[src/rtl/regfile_wr_arbiter.sv]
// Purpose: share the regfile write port; pipeline writeback wins, LU results queue (guard: REGFILE_ARB_STARVE_GUARD_EN).
// Latency: wb request -> rf_we next cycle; LU accept -> rf_we two cycles later at the earliest.
// Backpressure: wb never held except one-cycle wb_stall from the guard; LU held off by lu_ready when FIFO full.
module regfile_wr_arbiter #(
  parameter int unsigned DEPTH      = 4,
  parameter int unsigned STARVE_MAX = 8
) (
  input  logic        clk,
  input  logic        rst,
  input  logic        wb_we,
  input  logic [4:0]  wb_addr,
  input  logic [31:0] wb_data,
  input  logic        lu_valid,
  output logic        lu_ready,
  input  logic [4:0]  lu_addr,
  input  logic [31:0] lu_data,
  output logic        rf_we,
  output logic [4:0]  rf_addr,
  output logic [31:0] rf_data,
  input  logic [4:0]  rd_addr1,
  input  logic [4:0]  rd_addr2,
  output logic        haz1,
  output logic        haz2,
  output logic        wb_stall,
  output logic        proto_err
);

  localparam int unsigned PW = (DEPTH > 1) ? $clog2(DEPTH) : 1;
  localparam int unsigned CW = PW + 1;
  localparam logic [CW-1:0] FULL_CNT = CW'(DEPTH);

  // Ring-buffer pointers wrap for free, so DEPTH has to be a power of two.
  if (DEPTH < 2 || (DEPTH & (DEPTH - 1)) != 0 || STARVE_MAX < 1 || STARVE_MAX > 255) begin : g_bad_cfg
    $error("regfile_wr_arbiter: DEPTH must be a power of two >= 2, STARVE_MAX in 1..255");
  end

  typedef struct packed {
    logic [4:0]  addr;
    logic [31:0] data;
  } wr_req_t;

  wr_req_t       ent_q [DEPTH];
  wr_req_t       ent_d [DEPTH];
  logic [PW-1:0] ent_off [DEPTH];
  logic [DEPTH-1:0] ent_vld;

  logic [PW-1:0] wr_ptr_q, wr_ptr_d;
  logic [PW-1:0] rd_ptr_q, rd_ptr_d;
  logic [CW-1:0] count_q, count_d;

  logic          rf_we_q, rf_we_d;
  logic [4:0]    rf_addr_q, rf_addr_d;
  logic [31:0]   rf_data_q, rf_data_d;

  logic          wb_req;
  logic          fifo_empty;
  logic          lu_fire;
  logic          enq;
  logic          deq;

  // A write to x0 is architecturally a no-op, so it never claims the port.
  assign wb_req     = wb_we & (wb_addr != 5'd0);
  assign fifo_empty = (count_q == '0);

  // Port arbitration: pipeline first, then FIFO head; an idle port keeps the last address/data.
  always_comb begin
    rf_we_d   = 1'b0;
    rf_addr_d = rf_addr_q;
    rf_data_d = rf_data_q;
    deq       = 1'b0;
    if (wb_req) begin
      rf_we_d   = 1'b1;
      rf_addr_d = wb_addr;
      rf_data_d = wb_data;
    end else if (!fifo_empty) begin
      rf_we_d   = 1'b1;
      rf_addr_d = ent_q[rd_ptr_q].addr;
      rf_data_d = ent_q[rd_ptr_q].data;
      deq       = 1'b1;
    end
  end

  // FIFO push/pop bookkeeping; ready comes only from registered count, no full-and-pop pass-through.
  always_comb begin
    lu_ready = ~rst & (count_q != FULL_CNT);
    lu_fire  = lu_valid & lu_ready;
    // x0 results are accepted to free the unit but dropped here.
    enq      = lu_fire & (lu_addr != 5'd0);
    ent_d    = ent_q;
    wr_ptr_d = wr_ptr_q;
    rd_ptr_d = rd_ptr_q;
    count_d  = count_q;
    if (enq) begin
      ent_d[wr_ptr_q] = '{addr: lu_addr, data: lu_data};
      wr_ptr_d        = wr_ptr_q + PW'(1);
    end
    if (deq) begin
      rd_ptr_d = rd_ptr_q + PW'(1);
    end
    if (enq && !deq) begin
      count_d = count_q + CW'(1);
    end else if (!enq && deq) begin
      count_d = count_q - CW'(1);
    end
  end

  // Entry i is live when its distance from the head is below the occupancy.
  always_comb begin
    ent_off = '{default: '0};
    ent_vld = '0;
    for (int i = 0; i < int'(DEPTH); i++) begin
      ent_off[i] = PW'(i) - rd_ptr_q;
      ent_vld[i] = ({1'b0, ent_off[i]} < count_q);
    end
  end

  // Hazards see registered contents only: same-cycle pushes are invisible, the head being popped still counts.
  always_comb begin
    haz1 = 1'b0;
    haz2 = 1'b0;
    for (int i = 0; i < int'(DEPTH); i++) begin
      if (ent_vld[i] && (rd_addr1 != 5'd0) && (ent_q[i].addr == rd_addr1)) begin
        haz1 = 1'b1;
      end
      if (ent_vld[i] && (rd_addr2 != 5'd0) && (ent_q[i].addr == rd_addr2)) begin
        haz2 = 1'b1;
      end
    end
  end

  // Control state; reset drops every pending entry by zeroing the occupancy.
  always_ff @(posedge clk) begin
    if (rst) begin
      rf_we_q   <= 1'b0;
      rf_addr_q <= '0;
      rf_data_q <= '0;
      wr_ptr_q  <= '0;
      rd_ptr_q  <= '0;
      count_q   <= '0;
    end else begin
      rf_we_q   <= rf_we_d;
      rf_addr_q <= rf_addr_d;
      rf_data_q <= rf_data_d;
      wr_ptr_q  <= wr_ptr_d;
      rd_ptr_q  <= rd_ptr_d;
      count_q   <= count_d;
    end
  end

  // Entry storage needs no reset: nothing reads an entry outside the live window.
  always_ff @(posedge clk) begin
    ent_q <= ent_d;
  end

  assign rf_we   = rf_we_q;
  assign rf_addr = rf_addr_q;
  assign rf_data = rf_data_q;

`ifdef REGFILE_ARB_STARVE_GUARD_EN
  localparam logic [7:0] STARVE_LIM = 8'(STARVE_MAX);

  logic [7:0] starve_q, starve_d;
  logic       wb_stall_q, wb_stall_d;
  logic       proto_err_q, proto_err_d;

  // Count cycles the pipeline beats a waiting head; a pop, an empty FIFO or the guard cycle restart it.
  always_comb begin
    starve_d = starve_q;
    if (wb_stall_q || deq || fifo_empty) begin
      starve_d = 8'd0;
    end else if (starve_q != STARVE_LIM) begin
      starve_d = starve_q + 8'd1;
    end
    // The counter clears in the stall cycle, so this fires for exactly one cycle.
    wb_stall_d  = (starve_d == STARVE_LIM);
    proto_err_d = proto_err_q | (wb_stall_q & wb_we);
  end

  // Guard state; proto_err is sticky until reset.
  always_ff @(posedge clk) begin
    if (rst) begin
      starve_q    <= 8'd0;
      wb_stall_q  <= 1'b0;
      proto_err_q <= 1'b0;
    end else begin
      starve_q    <= starve_d;
      wb_stall_q  <= wb_stall_d;
      proto_err_q <= proto_err_d;
    end
  end

  assign wb_stall  = wb_stall_q;
  assign proto_err = proto_err_q;
`else
  // Without the guard the FIFO only drains in cycles the pipeline leaves free.
  assign wb_stall  = 1'b0;
  assign proto_err = 1'b0;
`endif

endmodule

[config.mk]
export PLATFORM = sky130hd
export DESIGN_NAME = regfile_wr_arbiter
export DESIGN_NICKNAME = d
export VERILOG_FILES = /design/src/rtl/regfile_wr_arbiter.sv
export SDC_FILE = /design/constraint.sdc
export NUM_CORES = 1
export LEC_CHECK = 0
export CORE_MARGIN = 3
export CORE_UTILIZATION = 30
export DETAILED_ROUTE_END_ITERATION = 8
export DONT_BUFFER_PORTS = 1
export PLACE_DENSITY_LB_ADDON = 0.3
export SLEW_MARGIN = 20
export SYNTH_ARGS = -nofsm -noshare
export SYNTH_HDL_FRONTEND = slang
export SYNTH_SLANG_ARGS = --single-unit
[constraint.sdc]
create_clock -name clk -period 4.5 [get_ports clk]
set_input_delay 0.9 -clock clk [delete_from_list [all_inputs] [get_ports clk]]
set_output_delay 0.9 -clock clk [all_outputs]
set_load 0.02 [all_outputs]
Word level (Yosys, flattened, before mapping). Index checks and enable logic that the tools add are counted.

Output and inout port bits: 43. Register bits: 193. Input bits: 88. Logic and storage cells: 96.

Equality and inequality tests: 10. Reductions and logical operators: 27. Mux-type cells: 23. Order comparisons: 7. Add/sub/neg operators: 8. Bitwise gates (word level): 7.

Operator list (count): bitwise mux 148 bit (1); two-way mux 37 bit (3); binary-select mux 37 bit (select 2 bit) (1); demux 37 bit (select 2 bit) (1); two-way mux 32 bit (2); equality test 5 bit (8); nonzero test 5 bit (4); logical AND 1 bit (19); less-than comparator 2 x 3 -> 1 bit (4); two-way mux 1 bit (11); two-way mux 5 bit (2); >= comparator 3 bit, second input constant (2); two-way mux 3 bit (2); NOT 2 -> 3 bit (2); adder 2 x 1 -> 2 bit, second input constant (2); bitwise AND 1 bit (4); subtractor 1 x 2 -> 2 bit, first input constant (2); subtractor 2 bit, first input constant (2); adder 3 x 1 -> 3 bit, second input constant (1); logical NOT 3 bit (1); less-than comparator 3 x 1 -> 1 bit, second input constant (1); inequality test 3 bit, second input constant (1); subtractor 3 x 1 -> 3 bit, second input constant (1); logical NOT 1 bit (2); 3 further kinds (3).

Logic depth before layout (Yosys ltp).
Depth after elaboration: 8. Gate-level depth with buffers: 11. Depth with buffers taken out: 9.

Least setup slack after synthesis. No wires, ideal clock.

Path kind: register to output. Start point: reg rd_ptr_q[1]. End point: out haz1. Arrival: 2110 ps. Slack: 1490 ps. Buffers on the path: 1. Cell stages (with the launch flop): 9. Data required time: 3600 ps. Cells stage by stage: dfxtp_1 clkbuf_1 inv_1 ha_1 a21boi_0 o21ba_2 nor4_1 nor4_1 a21oi_1.

Longest elaborated chain between the ends: 8. Elaborated cells between the ends (all ways): 20. Those cells by class: add/sub: 4; order compare: 4; mux: 4; reduce/logical: 8.

RTL lines: from (decl) (RTL line 48) `logic [PW-1:0] rd_ptr_q, rd_ptr_d;`; from (signal assigned) (RTL line 145) `rd_ptr_q <= rd_ptr_d;`; subtractor 1 x 2 -> 2 bit (RTL line 112) `ent_off[i] = PW'(i) - rd_ptr_q;`; less-than comparator 2 x 3 -> 1 bit (RTL line 113) `ent_vld[i] = ({1'b0, ent_off[i]} < count_q);`; logical AND 1 bit (2 in a row) (RTL line 122) `if (ent_vld[i] && (rd_addr1 != 5'd0) && (ent_q[i].addr == rd_addr1)) begin`; two-way mux 1 bit (3 in a row) (RTL line 122); two-way mux 1 bit (*) (RTL line 122); to (decl) (RTL line 22) `output logic haz1,`.

Mark *: on every way between the ends. The rest lies on a longest branch, timed or not.

Worst setup path in the final report.
Start point: reg count_q[1]. End point: out haz2.

Longest elaborated chain between the ends: 7. Elaborated cells between the ends (all ways): 16. Those cells by class: order compare: 4; mux: 4; reduce/logical: 8.

RTL lines: from (decl) (RTL line 49) `logic [CW-1:0] count_q, count_d;`; from (signal assigned) (RTL line 146) `count_q <= count_d;`; less-than comparator 2 x 3 -> 1 bit (RTL line 113); logical AND 1 bit (2 in a row) (RTL line 125) `if (ent_vld[i] && (rd_addr2 != 5'd0) && (ent_q[i].addr == rd_addr2)) begin`; two-way mux 1 bit (3 in a row) (RTL line 125); two-way mux 1 bit (*) (RTL line 125); to (decl) (RTL line 23) `output logic haz2,`.

Marks and branches as above.

==> flow_summary.ini <==
[placement]
dp_hpwl_um = 12030
numPortBuffers = 0
globalplace.congestion = 0.8154
preCtsSetupSlack_ps = 1305

[sta]
fin_ws_ps = 1055
tightest_slew_ps = 1041
drv_slew = 0
fin_crit_ps = 3445
fin_crit_sh = 0.7655
finClkSkew_ps = 10.99
setup_violations = 0
clock.fmax_mhz = 290.3
setup-tns-final_ps = 0
rsz0062_at_grt = no
slew_headroom = 0.3060
hold_viol_final = 0

[cts]
cts_tree = yes
clkLatencyLatePin_ps = 420
h-tree-depth = 4
clk_pin_slew_ps = 70
post_cts_resized = 0
cts-hold-fix-buffers = 0
cts_buffers = 17
cts_buffer_depth = 2
cts_sinks = 193
post_cts_buffers = 0
cts_root_buffer = clkbuf_16

[synth]
synth.distinct_cells = 36
ys_top_cells_by_area = edfxtp_1 55%, dfxtp_1 11%, mux4_2 10%
post-synth-top-count-cell = edfxtp_1
yosysSeqAreaShare = 0.6634
netlist.area_leader.share = 0.5516
synth_common_cells = 148 x edfxtp_1, 74 x nand2_1, 45 x dfxtp_1
synthesis.area_um2 = 8058
yosys_warnings = 0
synth.avg_cell_area_um2 = 14.78
postSynthCellCount = 545
yosys_register_bits = 193
synth.largest_area_cell = edfxtp_1
synth_edf_count = 148
synthArstFlopShare = 0
synthFlopType = edfxtp_1

[detailed_routing]
drt-wirelength-per-cell_um = 20.42
first_pass_iters = 5
top_layer_used = met4
wl_met3_um = 1408
route.detailed.drc = 0
wl_met2_um = 8892
wirelength_um = 17870
via_count = 4348
viasPerCell = 4.969
met1_length_um = 7327
antenna_left = 0
drt_iter0_drc = 278

[final_layout]
fin_nets = 625
antenna_cells = 0
area_delta_synth_final_pct = 11.07
fillers = 2479
drive_above_1_share = 0.1593
fin_util = 0.3415

[worst_hold_path]
hp-class = primary input to flop
hp-start = rst

[floorplanning]
die_h_um = 169.9
io_pins = 131
die_area_um2 = 28860
start_util = 0.3075
core_area_um2 = 26210
rows = 59
die_x_um = 169.9

[flow_run]
max_cap_viol_count = 0

[worst_setup_path]
cp-start-kind = flop
crit_start = count_q[1]$_SDFFE_PP0P_
critPathCaptureType = output pin
r2r_start = count_q[0]$_SDFFE_PP0P_
cp_data_required_time_ps = 3600
crit_path_max_fanout = 6
path_class = flop to output pin
arrival_ps = 2540

[global_routing]
grtUsageTotal = 0.1260
antenna_found_initial = 0
grt_overflow = 0
grt_pass1_vias = 4711
grt_max_degree = 73
grt_pass1_wl_um = 27510

[power]
peakVddDrop_v = 0.0002277
power_density_nw_per_um2 = 542.8
cellLeakagePower_nw = 2.835

[outcome]
status = completed
area by class of cell:
cell class / instances / area [um^2] / share of cell area
Clock buffer: 18 / 439.2 / 0.04907
Clock inverter: 14 / 168.9 / 0.01887
Inverter: 8 / 30.03 / 0.003355
Multi-Input combinational cell: 302 / 2505 / 0.2799
Sequential cell: 193 / 5350 / 0.5978
Tap cell: 335 / 419.2 / 0.04683
Timing Repair Buffer: 5 / 37.54 / 0.004194
report_power, final:
group	switching [mW]	leakage (nW)	internal [mW]	total, mW
registers	0.212	1.72	2.09	2.30
clock network	0.665	0.296	0.854	1.52
logic	0.583	0.820	0.456	1.04
through the flow:
| step | hold WS, ps | total power, mW | cell area (um^2) | std cells |
|---|---|---|---|---|
| global placement | 521.5 | 3.386 | 8342 | 843 |
| floorplan | 504.8 | 3.144 | 8061 | 546 |
| CTS | 518.9 | 4.942 | 8950 | 875 |
| finish | 535.1 | 4.858 | 8950 | 875 |
| detailed placement | 558.1 | 3.414 | 8342 | 843 |
| global route | 507.0 | 5.125 | 8950 | 875 |
placed cells by master (no fill, tap or decap), drive strengths merged, types with 2 or more instances in the layout:
cell type and instances:
a21oi 6, a311oi 35, and2 4, buf 5, bufinv 2, clkbuf 18, clkinv 4, conb 2
dfxtp 45, edfxtp 148, ha 9, inv 15, mux2i 3, mux4 37, nand2 74, nand2b 2
nand3 9, nor2 43, nor2b 2, nor3 3, nor4 10, o21ai 2, o21ba 2, o22ai 2
o31ai 3, or3 2, or4 2, xnor2 27, xor2 19
sequential cells by signal (all words and copies together) (netlist names):
register / count
ent_q: 148
rf_we: 1
rf_data: 32
wr_ptr_q: 2
rf_addr: 5
rd_ptr_q: 2
count_q: 3
cells by family after synthesis:
kind of cell | count (synthesis) | share of synthesized area
AO/OA/AOI/OAI | 53 | 0.05435
XOR/XNOR | 46 | 0.05000
adder cells (fa/ha/maj) | 10 | 0.01646
buffers and inverters | 51 | 0.02780
flip-flops | 193 | 0.6634
multiplexers | 40 | 0.1071
other | 1 | 0.0004654
AND/OR/NAND/NOR | 151 | 0.08043
critical path, cell delays in order (launching register included):
cell	delay, ps
dfxtp_1	500
inv_1	160
ha_1	310
a21boi_0	140
o21ba_2	230
nor4_1	310
nor4_1	90
a21oi_1	390
layer usage:
| metal | vias to the layer above | track usage |
|---|---|---|
| met2 | 108 | 0.2089 |
| li1 | 2007 | - |
| met1 | 2215 | 0.1503 |
| met5 | - | 0 |
| met4 | 0 | 0.03805 |
| met3 | 18 | 0.05273 |
final timing paths:
check	to	slack (ps)	cells past startpoint
worst max-delay path	haz2	1060	7
worst min-delay path	rd_ptr_q[0]$_SDFFE_PP0P_	540	1
worst max register to register	ent_q[107]$_DFFE_PP_	1610	5
worst min register to register	wr_ptr_q[1]$_SDFFE_PP0P_	560	2
(Power assumes the default switching activity.)
